--- src/rtl/bram_frame_pkg.sv ---
// Shared types for the LLR BRAM frame controller: FSM state encoding and skid FIFO depth.
package bram_frame_pkg;
   typedef enum logic [1:0] {IDLE, LOAD, READ, DONE} state_t;
   localparam int FIFO_DEPTH = 2;
endpackage

--- src/rtl/bram_frame_skid.sv ---
// Two-entry skid FIFO holding {q1, q2, last} readback words ahead of the output handshake.
// Head is combinational from storage; a push while full is accepted only together with a pop.
module bram_frame_skid
   import bram_frame_pkg::*;
#(
   parameter int W = 17
) (
   input  logic         clk,
   input  logic         reset,
   input  logic         push,
   input  logic [W-1:0] push_data,
   input  logic         pop,
   output logic [W-1:0] head,
   output logic [1:0]   count,
   output logic         full,
   output logic         empty
);

   logic [W-1:0] mem [FIFO_DEPTH];
   logic         wr_ptr;
   logic         rd_ptr;
   logic         wr_en;
   logic         rd_en;

   assign full  = (count == 2'(FIFO_DEPTH));
   assign empty = (count == 2'd0);
   assign head  = mem[rd_ptr];
   assign rd_en = pop && !empty;
   assign wr_en = push && (!full || pop);

   always_ff @(posedge clk or negedge reset) begin
      if (!reset) begin
         for (int i = 0; i < FIFO_DEPTH; i++) begin
            mem[i] <= '0;
         end
         wr_ptr <= 1'b0;
         rd_ptr <= 1'b0;
         count  <= 2'd0;
      end else begin
         if (wr_en) begin
            mem[wr_ptr] <= push_data;
            wr_ptr      <= ~wr_ptr;
         end
         if (rd_en) begin
            rd_ptr <= ~rd_ptr;
         end
         count <= count + 2'(wr_en) - 2'(rd_en);
      end
   end

endmodule

--- src/rtl/bram_frame_ctrl.sv ---
// Loads one LLR frame into the BRAM from a valid/ready stream, then sweeps it back out on a second stream.
// Optional sticky protocol-error output when BRAM_FRAME_CTRL_ERR_EN is defined.
module bram_frame_ctrl
   import bram_frame_pkg::*;
#(
   parameter int DW    = 8,
   parameter int AW    = 4,
   parameter int DEPTH = 16
) (
   input  logic          clk,
   input  logic          reset,
   input  logic [DW-1:0] in_data,
   input  logic          in_valid,
   output logic          in_ready,
   output logic [DW-1:0] bram_data_in,
   output logic [AW-1:0] bram_addr,
   output logic          bram_write,
   input  logic [DW-1:0] bram_q1,
   input  logic [DW-1:0] bram_q2,
   output logic [DW-1:0] out_data1,
   output logic [DW-1:0] out_data2,
   output logic          out_valid,
   input  logic          out_ready,
   output logic          out_last,
   output logic          frame_done
`ifdef BRAM_FRAME_CTRL_ERR_EN
   ,
   output logic          err
`endif
);

   localparam int            FW   = 2 * DW + 1;
   localparam logic [AW-1:0] LAST = AW'(DEPTH - 1);

   state_t        state;
   state_t        state_nxt;
   logic [AW-1:0] wptr;
   logic [AW-1:0] rptr;
   logic          rd_done;
   logic          inflight;
   logic          inflight_last;
   logic          beat;
   logic          issue;
   logic          pop;
   logic [2:0]    occ;
   logic [FW-1:0] head;
   logic [1:0]    count;
   logic          full;
   logic          empty;

   assign beat = in_valid && (state == LOAD);
   assign pop  = out_valid && out_ready;
   // A same-cycle pop frees its slot, which keeps the sweep at one beat per cycle.
   assign occ  = 3'(count) + 3'(inflight) - 3'(pop);

   always_comb begin
      state_nxt    = state;
      in_ready     = 1'b0;
      bram_write   = 1'b0;
      bram_data_in = '0;
      bram_addr    = wptr;
      issue        = 1'b0;
      case (state)
         IDLE: state_nxt = LOAD;
         LOAD: begin
            in_ready = 1'b1;
            if (beat) begin
               bram_write   = 1'b1;
               bram_data_in = in_data;
               if (wptr == LAST) begin
                  state_nxt = READ;
               end
            end
         end
         READ: begin
            bram_addr = rptr;
            issue     = !rd_done && (occ < 3'(FIFO_DEPTH));
            if (pop && head[0]) begin
               state_nxt = DONE;
            end
         end
         DONE:    state_nxt = LOAD;
         default: state_nxt = IDLE;
      endcase
   end

   always_ff @(posedge clk or negedge reset) begin
      if (!reset) begin
         state         <= IDLE;
         wptr          <= '0;
         rptr          <= '0;
         rd_done       <= 1'b0;
         inflight      <= 1'b0;
         inflight_last <= 1'b0;
      end else begin
         state         <= state_nxt;
         inflight      <= issue;
         inflight_last <= issue && (rptr == LAST);
         if (beat) begin
            if (wptr == LAST) begin
               wptr    <= '0;
               rptr    <= '0;
               rd_done <= 1'b0;
            end else begin
               wptr <= wptr + 1'b1;
            end
         end
         if (issue) begin
            if (rptr == LAST) begin
               rd_done <= 1'b1;
            end else begin
               rptr <= rptr + 1'b1;
            end
         end
         if (state == DONE) begin
            wptr    <= '0;
            rptr    <= '0;
            rd_done <= 1'b0;
         end
      end
   end

   bram_frame_skid #(.W(FW)) u_skid (
      .clk       (clk),
      .reset     (reset),
      .push      (inflight),
      .push_data ({bram_q1, bram_q2, inflight_last}),
      .pop       (pop),
      .head      (head),
      .count     (count),
      .full      (full),
      .empty     (empty)
   );

   assign out_valid  = !empty;
   assign out_last   = out_valid && head[0];
   assign out_data1  = out_valid ? head[FW-1:DW+1] : '0;
   assign out_data2  = out_valid ? head[DW:1] : '0;
   assign frame_done = (state == DONE);

   skid_no_overflow: assert property (@(posedge clk) disable iff (!reset) inflight |-> (!full || pop));

`ifdef BRAM_FRAME_CTRL_ERR_EN
   logic err_set;
   assign err_set = (in_valid && (state == READ || state == DONE))
                 || (out_ready && !out_valid && state == READ);

   always_ff @(posedge clk or negedge reset) begin
      if (!reset) begin
         err <= 1'b0;
      end else if (err_set) begin
         err <= 1'b1;
      end
   end
`endif

endmodule
--- config.mk ---
export PLATFORM = sky130hd
export DESIGN_NAME = bram_frame_ctrl
export DESIGN_NICKNAME = d
export VERILOG_FILES = /design/src/rtl/bram_frame_pkg.sv /design/src/rtl/bram_frame_skid.sv /design/src/rtl/bram_frame_ctrl.sv
export SDC_FILE = /design/constraint.sdc
export NUM_CORES = 1
export LEC_CHECK = 0
export BUFFER_PORTS_ARGS = -buffer_cell sky130_fd_sc_hd__buf_2
export CAP_MARGIN = 20
export CORE_ASPECT_RATIO = 0.9
export CORE_MARGIN = 5
export CORE_UTILIZATION = 59
export CTS_BUF_LIST = sky130_fd_sc_hd__clkbuf_8
export CTS_CLUSTER_SIZE = 25
export DETAILED_ROUTE_END_ITERATION = 6
export PLACE_DENSITY = 0.89
export SYNTH_ARGS = -nofsm -noshare
export SYNTH_HDL_FRONTEND = slang
export SYNTH_SLANG_ARGS = --single-unit
--- constraint.sdc ---
create_clock -name clk -period 6.6 [get_ports clk]
set_clock_uncertainty 0.15 [all_clocks]
set_input_delay 1.32 -clock clk [delete_from_list [all_inputs] [get_ports clk]]
set_output_delay 1.32 -clock clk [all_outputs]
set_load 0.02 [all_outputs]
==> results of run 1 <==
Yosys cell counts, types with 2 or more instances:
cell / instances / share of area [%]
or3_1: 3 / 0.74
a21oi_1: 8 / 1.6
o211ai_1: 3 / 0.89
mux2i_1: 19 / 7.5
and3_1: 9 / 2.2
xor2_1: 3 / 1.0
mux2_1: 4 / 1.8
nand2_1: 10 / 1.5
xnor2_1: 2 / 0.69
buf_2: 4 / 0.79
nor2_1: 22 / 3.3
ha_1: 9 / 4.4
dfrtp_1: 51 / 50
inv_1: 9 / 1.3
o21ai_0: 4 / 0.79
nand4_1: 2 / 0.49
mux2_2: 34 / 15
nand3_1: 3 / 0.59
metrics by stage:
| step | utilization, % | hold slack, ps | setup WS [ps] | instance area [um^2] | power (mW) |
|---|---|---|---|---|---|
| after floorplan | - | 314 | 3020 | 2540 | 0.994 |
| after global placement | 69.7 | 323 | 2840 | 2880 | 1.15 |
| after detailed placement | 69.7 | 335 | 2720 | 2880 | 1.18 |
| after CTS | 72.7 | 356 | 2980 | 3000 | 1.41 |
| after global routing | 72.7 | 380 | 2830 | 3000 | 1.50 |
| final | 72.7 | 352 | 2960 | 3000 | 1.40 |
power groups by stage:
stage          registers [mW]  clock network (mW)  logic (mW)
6_report                0.551               0.228       0.621
5_1_grt                 0.571               0.244       0.682
4_1_cts                 0.551               0.233       0.628
3_5_place_dp            0.558                   0       0.624
3_3_place_gp            0.548                   0       0.602
2_1_floorplan           0.507                   0       0.487
final timing paths:
check / startpoint / end / slack [ps] / depth (start not counted)
max reg2reg: u_skid.count[1] / rptr[0] / 3440 / 10
min reg2reg: u_skid.mem[5] / u_skid.mem[5] / 350 / 1
max: out_ready / rptr[0] / 2960 / 11
max in group asynchronous: reset / u_skid.mem[18] / 4930 / 2
min in group asynchronous: reset / state[0] / 960 / 2
min: u_skid.mem[5] / u_skid.mem[5] / 350 / 1
registers in the layout, indices dropped and copies added, names as in the netlist:
register	flops
u_skid.mem	34
rd_done	1
u_skid.rd_ptr	1
inflight_last	1
wptr	4
inflight	1
u_skid.count	2
u_skid.wr_ptr	1
state	2
rptr	4
cell type report:
| cell class | instances | area [um^2] | area share (%) |
|---|---|---|---|
| flip-flops and latches | 51 | 1280 | 42.5 |
| multi-input cells | 146 | 1190 | 39.5 |
| repair buffers | 62 | 315 | 10.5 |
| clock inverters | 2 | 38.8 | 1.29 |
| inverters | 11 | 41.3 | 1.38 |
| well taps | 48 | 60.1 | 2.00 |
| clock buffers | 6 | 82.6 | 2.75 |
cells by family (layout without fill, tap and decap cells):
group,after synthesis,count (layout),share of synthesized area [%]
adder cells (fa/ha/maj),10,10,5.22
flip-flops,51,51,50.3
buffers and inverters,18,81,3.01
AND/OR/NAND/NOR,52,52,9.51
AO/OA/AOI/OAI,22,22,5.91
XOR/XNOR,5,5,1.73
multiplexers,57,57,24.3
per-layer routing:
layer  wire [um]  up-vias  GRT usage [%]
li1            -      877              -
met1        2230      906           24.5
met2        2580       51           31.7
met3         251       13           3.72
met4         112        0           7.44
met5           0        -              0
==> results by group, run 1 <==
Status
  • Status: complete, no violations

Worst setup path
  • Critical path buffers and inverters: 3
  • CP max-delay cell: fa_1
  • Worst setup SP type: primary input
  • Worst Setup End Kind: register
  • Critical path's top delay family: simple AND/OR/NAND/NOR gates
  • Max stage delay on crit path: 500 ps
  • CP Cell Sequence: buf_2 > o21ai_0 > inv_1 > ha_1 > inv_1 > nand2_1 > fa_1 > nand2_1 > or3_1 > or3_1 > a21oi_1
  • Req. time, crit path: between 6000 and 7000 ps
  • Max FO, Critical Path: 8
  • CP Class: in -> reg
  • Critical Path AT: roughly 3700 ps

Power
  • Leakage power: 1.62 nW
  • Comb pwr share: between 40 and 50%
  • Switching Share: roughly two fifths
  • Register share of total power: 39.4%
  • Share of power burned in the clock network: roughly 16%
  • Pwr Density: roughly 470 nW/um^2
  • Internal: between 800 and 900 uW
  • Sw Pwr: between 500 and 600 uW
  • Max rail drop VDD: 0.243 mV

Clocking
  • Resized Gates After CTS: 0
  • Clk root buf: clkbuf_8
  • Worst-Skew Late Latency: roughly 300 ps
  • CTS tree: yes
  • Clock-pin slew on the worst setup and hold paths: 90 ps
  • H-tree depth: 2
  • CTS max path bufs: 2
  • CTS Buf Count: 5
  • CTS Hold Bufs: 0
  • Number of post-CTS setup repair buffers: 0
  • Clock sink count: 51

Global route
  • Initial antenna violation count: 0
  • First-pass GRT wire length: around 8400 um
  • GRT Total Usage: a little under a fifth
  • Maximum number of pins on one net before global-route repair: 52
  • Number of global-route vias before repair: 1,811
  • Grt ovf: 0

Synthesis
  • Async set or reset register ratio after synthesis: 100%
  • Syn avg cell area: ~12 um^2
  • Post-synthesis cell area: ~2500 um^2
  • Post-synth top flop: dfrtp_1
  • Mapped Cells: roughly 220
  • Register area share after synthesis: around 50%
  • #FFs+latches synth: 51
  • Post-synth EDFFs: 0
  • Yosys warns: 0
  • Library cells used by synthesis: 34
  • Syn nets: about 250

Final layout
  • Share of layout cells above drive strength 1: 38.8%
  • Final Net Count: approximately 320
  • Fill cells: roughly 280
  • ANT cells: 0
  • Post-Layout Cell Count: 326
  • Most frequent cells in the layout: buf_2, dfrtp_1, mux2_2, nor2_1, mux2i_1
  • Commonest non-fill, non-tap cell in the layout: buf_2
  • Synth-to-layout area growth: 18.2%

Routing
  • DRT Pass-1 Iters: 4
  • DR iter-0 viols: roughly 140
  • Via count: 1,847
  • Drt via density: 5.67
  • Routed WL: between 5000 and 6000 um
  • Routed len/inst: ~16 um
  • # DRC: 0
  • Post-DRT Antenna Nets: 0

Timing
  • Tcrit/Tclk final: a little under three fifths
  • Unrepaired setup endpoints after global routing: false
  • TNS Setup: 0 ps
  • Setup Viol. Count Final: 0
  • Hold Vio Cnt, Final: 0
  • Final slew viol count: 0
  • Worst-margin pin slew: 1000 ps
  • Final min period: roughly 3600 ps
  • Rel. slew slack: around a third
  • Achievable Freq: between 200 and 300 MHz

Run
  • Max Cap Viol: 0

Floorplan
  • IO Pins: 61
  • Die Y: between 70 and 80 um
  • Row Count: 22
  • Initial Utilization: 61.5%
  • Core Box Area: approximately 4100 um^2
  • Die X: a little under 80 um
  • Die area: between 5000 and 6000 um^2

Place
  • Input/output buffers: 60
  • # placed instances: 318
  • Routability cong.: 0.811
  • Dpl hpwl: about 3600 um

Hold path
  • Hold/Removal Path Class: reg -> reg
(Power assumes the default switching activity.)
==> inputs of run 2 (changes only) <==
--- a/config.mk
+++ b/config.mk
@@ -5,15 +5,16 @@
 export SDC_FILE = /design/constraint.sdc
 export NUM_CORES = 1
 export LEC_CHECK = 0
+export ABC_AREA = 1
 export BUFFER_PORTS_ARGS = -buffer_cell sky130_fd_sc_hd__buf_2
 export CAP_MARGIN = 20
 export CORE_ASPECT_RATIO = 0.9
 export CORE_MARGIN = 5
-export CORE_UTILIZATION = 59
+export CORE_UTILIZATION = 51
 export CTS_BUF_LIST = sky130_fd_sc_hd__clkbuf_8
 export CTS_CLUSTER_SIZE = 25
 export DETAILED_ROUTE_END_ITERATION = 6
-export PLACE_DENSITY = 0.89
+export PLACE_DENSITY = 0.8
 export SYNTH_ARGS = -nofsm -noshare
 export SYNTH_HDL_FRONTEND = slang
 export SYNTH_SLANG_ARGS = --single-unit
==> constraint.sdc (replaced) <==
create_clock -name clk -period 3.3 [get_ports clk]
set_clock_uncertainty 0.15 [all_clocks]
set_input_delay 0.66 -clock clk [delete_from_list [all_inputs] [get_ports clk]]
set_output_delay 0.66 -clock clk [all_outputs]
set_load 0.02 [all_outputs]
==> run 2 against run 1 <==
Register-to-register slack worse by 2500 ps. Final cell count up 44%. Clock-buffer cell count did not move. Global-route usage fell by 2.4 points. Sequential cell count unchanged. Sequential power grew 83%. Critical path type is now reg -> out. Synthesized area is 16% higher. Cell area is 10% higher. Synthesized cell count up 59%.
==> results by group, run 2 <==
Clocking
  • Clock-pin slew on the worst setup and hold paths: ~100 ps
  • Resized Gates After CTS: 0
  • CTS max path bufs: 2
  • H-tree depth: 2
  • Number of post-CTS setup repair buffers: 0
  • CTS tree: yes
  • CTS Buf Count: 5
  • Worst-Skew Late Latency: roughly 300 ps
  • Clk root buf: clkbuf_8
  • Clock sink count: 51
  • CTS Hold Bufs: 0

Final layout
  • Design area: around 3300 um^2
  • Synth-to-layout area growth: 12.4%
  • ANT cells: 0
  • Post-Layout Cell Count: between 400 and 500
  • Top Registers: u_skid.mem: 34 flops, rptr: 4 flops, wptr: 4 flops
  • Max reg flops: 34
  • Fill cells: about 530
  • Reg with most FFs: u_skid.mem
  • Most frequent cells in the layout: nand2_1, buf_2, dfrtp_1, inv_1, o21ai_2
  • Commonest non-fill, non-tap cell in the layout: nand2_1
  • Share of layout cells above drive strength 1: a little over a third
  • Final Net Count: 438

Power
  • Share of power burned in the clock network: between 10% and 20%
  • Pwr Density: about 800 nW/um^2
  • Register share of total power: between 30% and 40%
  • Sw Pwr: between 1 and 1.5 mW
  • Comb pwr share: 47.3%
  • Leakage power: 1.75 nW
  • Switching Share: a little under half
  • Tot Pwr: around 2.7 mW
  • Max rail drop VDD: 0.394 mV
  • Internal: approximately 1.4 mW

Timing
  • Unrepaired setup endpoints after global routing: false
  • Final slew viol count: 0
  • Hold Vio Cnt, Final: 0
  • Setup Viol. Count Final: 0
  • Tcrit/Tclk final: 75.5%
  • Setup ws final: roughly 810 ps
  • Final min period: around 2500 ps
  • Achievable Freq: 401 MHz
  • TNS Setup: 0 ps
  • Worst-margin pin slew: roughly 460 ps
  • Rel. slew slack: ~70%

Routing
  • Drt via density: just under 5
  • DRT Pass-1 Iters: 4
  • Routed WL: 5880 um
  • Post-DRT Antenna Nets: 0
  • DR iter-0 viols: between 100 and 150
  • Via count: 2,292
  • # DRC: 0
  • Routed len/inst: between 10 and 15 um

Place
  • # placed instances: 463
  • Post-DP Area: about 3200 um^2
  • Input/output buffers: 60
  • Routability cong.: between 0.8 and 0.9
  • Dpl hpwl: approximately 4200 um
  • Pre-CTS setup slack: approximately 620 ps

Synthesis
  • Register area share after synthesis: about 43%
  • Post-synth EDFFs: 0
  • #FFs+latches synth: a little over 50
  • Ranking of synthesized cells by area: dfrtp_1, nand2_1, o21ai_2
  • Commonest cells post-synth: nand2_1, dfrtp_1, inv_1
  • Synth top area share: a little over two fifths
  • Synth area leader: dfrtp_1
  • Post-synthesis cell area: between 2000 and 3000 um^2
  • Async set or reset register ratio after synthesis: 100%
  • Yosys warns: 0
  • Syn avg cell area: between 8 and 9 um^2
  • Syn nets: between 300 and 400
  • Most common cell in the netlist: nand2_1
  • Post-synth top flop: dfrtp_1
  • Mapped Cells: about 340
  • Library cells used by synthesis: 25

Global route
  • Grt ovf: 0
  • Initial antenna violation count: 0
  • First-pass GRT wire length: roughly 10,000 um
  • Maximum number of pins on one net before global-route repair: 37
  • Number of global-route vias before repair: ~2,300
  • GRT Total Usage: between 10% and 20%

Floorplan
  • Initial Utilization: between 50% and 60%
  • Die Y: roughly 82 um
  • Core Box Area: about 5600 um^2
  • IO Pins: 61
  • Die X: about 90 um
  • Die area: around 7400 um^2
  • Row Count: 26

Worst setup path
  • Worst Setup End Kind: output port
  • Flop2flop setup slack: roughly 900 ps
  • Req. time, crit path: around 2500 ps
  • Worst r2r path cells: 12
  • CP Class: reg -> out
  • Reg2reg start: u_skid.count[1]
  • Max FO, Critical Path: 13
  • Critical Path AT: around 1700 ps
  • Reg2reg end: rptr[1]
  • Worst setup SP type: register

Status
  • Status: complete, no violations

Run
  • Max Cap Viol: 0

Hold path
  • Hold/Removal Path Class: in -> async
-- run 2: cell types whose count changed after synthesis, moves of 4 or more --
cell | before | now
mux2_1 | 4 | 0
and3_1 | 9 | 0
inv_1 | 9 | 47
mux2i_1 | 19 | 0
nand2_2 | 1 | 27
o21ai_2 | 0 | 34
nand2_1 | 10 | 87
buf_12 | 0 | 5
mux2_2 | 34 | 0
o21ai_0 | 4 | 9
a21oi_1 | 8 | 21
-- run 2: metrics by stage --
stage / util (%) / hold WS [ps]
6_report: 58.7 / 100
5_1_grt: 58.7 / 121
4_1_cts: 58.7 / 105
3_5_place_dp: 56.9 / 318
3_3_place_gp: 56.9 / 315
2_1_floorplan: - / 214
-- run 2: metal layers --
layer	global-route usage (%)	part of all wire [%]	vias up
met5	0	0	-
met4	3.13	0.68	0
met3	3.94	6.2	5
met2	30.0	49	66
met1	20.5	44	1050
li1	-	-	1171
-- run 2: how the worst max path moves through the flow --
stage / slack, ps / to / from
finish: 810 / bram_data_in[6] / state[1]
global placement: 720 / rptr[1] / out_ready
detailed placement: 620 / rptr[1] / out_ready
global route: 670 / rptr[1] / u_skid.count[1]
floorplan: 900 / rptr[0] / out_ready
CTS: 800 / bram_data_in[6] / state[1]
-- run 2: cell type report --
class,count,area [um^2],share of cell area (%)
Clock buffer,6,82.6,2.50
Multi-Input combinational cell,229,1320,40.0
Tap cell,70,87.6,2.65
Clock inverter,2,16.3,0.492
Sequential cell,51,1280,38.6
Inverter,50,195,5.91
Timing Repair Buffer,63,323,9.77
-- run 2: power groups by stage --
stage	sequential [mW]	clock, mW	combinational (mW)
final	1.01	0.385	1.26
after floorplan	0.964	0	1.02
after global routing	1.04	0.423	1.41
after CTS	1.02	0.400	1.27
after global placement	1.01	0	1.23
after detailed placement	1.03	0	1.27
-- run 2: logic make-up (layout without fill, tap and decap cells) --
logic type	after synthesis	after routing	share of synthesized area (%)
and+or+nand+nor	152	152	24.4
AOI/OAI and AO/OA	64	64	15.2
buffers and inverters	62	121	11.5
DFF	51	51	43.4
xor gates and xnor gates	3	3	0.895
adders and majority gates	10	10	4.51
-- run 2: worst max-delay path, stage by stage, from the launching register on --
cell and delay (ps):
dfrtp_1 430, inv_1 90, ha_1 220, nand2_1 270, nor2_1 180, buf_2 180
